[src/rtl/gate_test_pkg.sv]
// Shared types and constants for the gate truth-table checker.
package gate_test_pkg;

  typedef enum logic [1:0] {
    ST_IDLE   = 2'd0,
    ST_SETTLE = 2'd1,
    ST_CHECK  = 2'd2,
    ST_DONE   = 2'd3
  } state_t;

  // Two-input truth tables; bit k is the gate output for input vector k.
  localparam logic [3:0] TT_AND  = 4'b1000;
  localparam logic [3:0] TT_OR   = 4'b1110;
  localparam logic [3:0] TT_XOR  = 4'b0110;
  localparam logic [3:0] TT_NAND = 4'b0111;

  // Bits needed to hold any value in 0..max_val (at least one bit).
  function automatic int count_width(input int max_val);
    int w;
    w = 1;
    while ((1 << w) <= max_val) w++;
    return w;
  endfunction

endpackage

[src/rtl/settle_timer.sv]
// Loadable down-counter that holds each stimulus vector for a fixed settle time.
module settle_timer
  import gate_test_pkg::*;
#(
  parameter int SETTLE = 4
) (
  input  logic clk,
  input  logic rst,
  input  logic load,
  input  logic en,
  output logic zero
);

  localparam int W = count_width(SETTLE - 1);
  localparam logic [W-1:0] RELOAD = W'(SETTLE - 1);

  logic [W-1:0] count;

  always_ff @(posedge clk) begin
    if (rst) begin
      count <= '0;
    end else if (load) begin
      count <= RELOAD;
    end else if (en && (count != '0)) begin
      count <= count - W'(1);
    end
  end

  assign zero = (count == '0);

endmodule

[config.mk]
export PLATFORM = sky130hd
export DESIGN_NAME = settle_timer
export DESIGN_NICKNAME = d
export VERILOG_FILES = /design/src/rtl/gate_test_pkg.sv /design/src/rtl/settle_timer.sv
export SDC_FILE = /design/constraint.sdc
export NUM_CORES = 1
export LEC_CHECK = 0
export CORE_AREA = 2 2 39 41
export CTS_BUF_LIST = sky130_fd_sc_hd__clkbuf_8
export CTS_CLUSTER_SIZE = 12
export DETAILED_ROUTE_END_ITERATION = 7
export DIE_AREA = 0 0 41 43
export SYNTH_ARGS = -nofsm -noshare
export SYNTH_HDL_FRONTEND = slang
export SYNTH_SLANG_ARGS = --single-unit
[constraint.sdc]
create_clock -name clk -period 1 [get_ports clk]
set_input_delay 0.15 -clock clk [delete_from_list [all_inputs] [get_ports clk]]
set_output_delay 0.15 -clock clk [all_outputs]
set_load 0.05 [all_outputs]
# Yosys cells after proc, flatten, opt, wreduce, memory -nomap -nowiden
# Cells that the tools add are included.
# word_totals
word_cells	8
inputBits	4
ff_bits	2
out_inout_bits	1
# classes
mux	2
addsub	1
n_reduce_logical	4
# op_table
op	count
2-bit two-way mux	2
2-bit nonzero test	2
2-bit logical NOT	1
2-bit by 1-bit subtractor with 2-bit output (second input constant)	1
1-bit logical AND	1

# Longest topological paths before layout
# depth
depth_word	4
depth_mapped	4
depth_no_buf	4

# Worst setup path before layout
# Ideal clock, no wire load.
# synth_path
path_type	reg2reg
start	reg count[0]
end	reg count[1]
n_path_buf	0
period_less_slack_ns	1.352
required_ns	0.914
path_stages_with_launch	5
t_arrival_ns	1.266
slack_ns	-0.352
setup_ns	0.086
path_cell_list	dfxtp_1 -> inv_1 -> ha_1 -> and4bb_1 -> a211oi_1
# synth_via
elab_chain_cells	3
word_cells_on_any_way	6
cone_classes	1 x add/sub; 2 x mux; 3 x reduce/logical
# synth_lines
element	line	source
start, declared	settle_timer.sv:17	logic [W-1:0] count;
start signal, assigned	settle_timer.sv:25	count <= count - W'(1);
2-bit by 1-bit subtractor with 2-bit output or 2-bit nonzero test (tied branches)	settle_timer.sv:25, settle_timer.sv:24	
2-bit two-way mux or 1-bit logical AND (tied branches)	settle_timer.sv:24	end else if (en && (count != '0)) begin
2-bit two-way mux or 2-bit nonzero test (tied branches)	n/a	
# Several ways; a longest one is shown, not always the timed one. The select of a mux whose other input is x is not followed.
# A chain may end at the register's enable or synchronous reset.

# Final worst setup path
# layout_path
start	reg count[1]
end	out zero
# layout_via
elab_chain_cells	1
# layout_lines
element	line	source
2-bit logical NOT	settle_timer.sv:29	assign zero = (count == '0);
end, declared	settle_timer.sv:11	output logic zero
# No other way between the ends.

==> flow_results.org <==
** Layout
- Post-layout instance area :: between 200 and 300 um2
- The register with the most flip-flops in the layout has 2 of them.
- In the final layout, the registers with the most flip-flops are count x2.
- Most common cell after layout, fill and taps aside :: buf_4
- In the layout the commonest cells are buf_4, clkbuf_8, clkdlybuf4s50_1.
- At the end of the flow, the number of nets in the layout was 31.
- Proportion of layout cells with a drive suffix above 1 :: between 60% and 70%
- Filler cell count :: approximately 150
- 0 antenna diodes ended up in the layout.
- Area of the multi-input gates :: 90.1 um2
- Reg area :: 42.5 um2
- The area growth from synthesis to layout is 154%.
- The register with the most flip-flops in the final layout is count.

** Die
- The die covers approximately 0.0018 mm2.
- In this run the horizontal extent of the chip is between 40 and 50 um.
- In this run the vertical extent of the chip is between 40 and 50 um.
- In this run the core area contains 14 standard-cell rows.
- In this run the count of I/O pins placed on the die edge is 5.
- Effective utilization at floorplan :: 8.32%
- After floorplanning, the core was sized to cover 0.00138 mm2.

** STA
- Final Hold Fails :: 0
- Setup repair after global routing could not meet its margin everywhere.
- The max-slew violation count came to 0.
- Measured slew at the worst slew-check pin :: approximately 0.17 ns
- Min setup slack post-route :: -0.132 ns
- The worst path in the final design needs a cycle of 1.13 ns, including I/O delays and setup.
- The clock arrives with around 0.00018 ns of skew.
- Timing would allow up to a little under 900 MHz.
- Setup violations remaining at the end of the flow were counted as 3.
- Accumulated negative setup slack :: -0.266 ns
- Hold is met by around 0.57 ns.
- Post-route fraction of the period consumed by the critical path :: 113%
- Relative slew slack :: approximately nine tenths

** Pwr
- Power density over the cells :: 1870 mW/mm2
- Maximum vdd ir drop :: about 0.27 mV
- P_leak :: ~0.00013 uW

** Run status
- The checks that failed: setup timing.
- Status :: finished, violations left

** Worst setup path
- For the worst setup path, the data required time is about 0.85 ns.
- Worst reg-to-reg setup slack :: -0.08 ns
- The critical path starts at count[1].
- Maximum fanout along the worst path :: 4
- The worst register-to-register path ends at count[0].
- Data on the critical path arrives at its endpoint at approximately 0.98 ns.
- Measured in cells, the most critical reg-to-reg path has a length of 4.
- STA classifies the critical path startpoint as a register.
- The worst setup path is of the register to output pin kind.
- Startpoint of the most critical register-to-register path :: count[1]
- Category of the worst setup path capture point :: output pin

** Hold path
- Hold Path Depth :: 2
- The worst hold path begins at rst.
- The worst hold path terminates at count[0].
- In this run the worst hold path is classified as input port to register.

** Logic synthesis
- Area fraction in compound gates after synthesis :: between 10% and 20%
- Avg Inst Size Synth :: about 9.6 um2
- After synthesis, the largest family of logic cells by area is simple AND/OR/NAND/NOR gates.
- Synthesis inferred 2 register bits.
- Xor/xnor cell area share of the yosys netlist :: 0%
- Multiplexer fraction of the synthesized cell area :: 0%
- Portion of synthesized cell area occupied by the leading cell type :: about a third
- Count of warnings emitted by yosys :: 0
- Syn Inst Count :: 12
- Synth Area in Simple Gates :: between 30% and 40%
- Cell taking the most area after synthesis :: dfxtp_1
- The number of different library cells used by synthesis comes to 7.
- Largest cells by area after synthesis :: dfxtp_1, and4bb_1, a211oi_1
- The mapped netlist covers about 120 um2.
- Part of the Yosys area used for sequential elements :: between 30% and 40%
- Synthesis produced a netlist with a net count of 17.
- Synthesized-area fraction occupied by adder cells :: between 10% and 20%

** Clocking
- At the later pin of the worst-skew pair, clock insertion delay measures between 0.2 and 0.25 ns.
- Post-CTS clock slew at the launch and capture registers of the worst setup and hold paths :: approximately 0.030 ns
- Total number of H-tree levels :: 1
- TritonCTS buffer count :: 3
- Clock tree from TritonCTS :: yes
- The longest clock path from root to sink contains 2 buffers.
- CTS Root Buffer Type :: clkbuf_8
- Buffers inserted to repair hold after CTS numbered 0.
- Clock sinks :: 2

** Detailed routing
- First-iteration detailed-routing DRC count :: 1
- Post-DR vias/cell :: approximately 3.4
- Dividing the detail-routed wire length by the instance count gives between 9 and 10 um.
- The final layout contains routed wiring with a total length of ~380 um.
- DR DRC count :: 0
- The first TritonRoute pass finished after 2 iterations.
- Number of routed nets with antenna violations :: 0
- For this block, the via count after detailed routing is 137.

** GRT
- The initial antenna violation count came to 0.
- The via count of the first global-routing pass is 170.
- Remaining global-route overflow :: 0
- The first global-routing pass estimated between 500 and 600 um of wire.
- In the global route stage, overall resource usage came out at about 6.0%.
- Entering global routing, the biggest net connects 5 pins.

** Placement
- Area after DPL :: around 230 um2
- Port buffering added 4 buffers.
- Last weighted congestion value of the routability-driven placer :: between 0.6 and 0.7

** Flow run
- Across the run, the number of max-cap violations was 0.
how the worst max path moves through the flow:
| stage | endpoint | slack [ns] | cells past startpoint |
|---|---|---|---|
| global route | zero | -0.17 | 4 |
| finish | zero | -0.13 | 4 |
| CTS | zero | -0.15 | 4 |
| floorplan | count[0] | -0.08 | 4 |
| detailed placement | count[1] | -0.23 | 3 |
| global placement | count[0] | -0.16 | 3 |
power breakdown:
part / total (uW) / internal [uW] / switching, uW
Sequential: 95.4 / 90.3 / 5.14
Combinational: 140 / 81.7 / 57.9
Clock: 313 / 254 / 59.2
Total: 548 / 426 / 122
routing by layer:
layer  vias up  track usage [%]  part of all wire [%]
li1         67                -                     -
met1        69             3.17                    25
met2         1             9.06                    74
met5         -                0                     0
met4         0             12.0                     0
met3         0             1.57                  0.78
critical path: stages, from the launching register on:
cell and delay (ns):
dfxtp_2 0.32, inv_2 0.05, ha_4 0.16, buf_6 0.11, buf_12 0.13
cell type report:
cell class                      instances  area share [%]
Clock buffer                            3            14.1
Inverter                                2            2.56
Multi-Input combinational cell          8            30.8
Sequential cell                         2            14.5
Tap cell                               16            6.84
Timing Repair Buffer                    9            31.2
cells in the mapped netlist, drive strengths merged:
cell type / n
a211oi: 2
and4bb: 2
dfxtp: 2
inv: 2
nor2: 2
ha: 1
or2b: 1
repair_timing:
action / CTS / global route
endpoints found under the setup margin: 3 / 3
cloned: 0 / 0
pin swaps: 2 / 1
setup buffers: 1 / 0
resized for setup: 3 / 1
stage by stage:
stage	instances	total power, uW	worst slack [ns]	utilization [%]
2_1_floorplan	12	155	-0.0779	-
3_3_place_gp	36	211	-0.163	16.5
3_5_place_dp	36	218	-0.231	16.5
4_1_cts	40	556	-0.145	20.8
5_1_grt	40	584	-0.168	21.2
6_report	40	548	-0.132	21.2
kinds of logic (layout without fill, tap and decap cells):
logic type      after synthesis  after routing
simple gates                  5              5
compound gates                2              2
flops                         2              2
buf+inv                       2             14
fa+ha+maj                     1              1
Power figures use the tool's default switching activity.
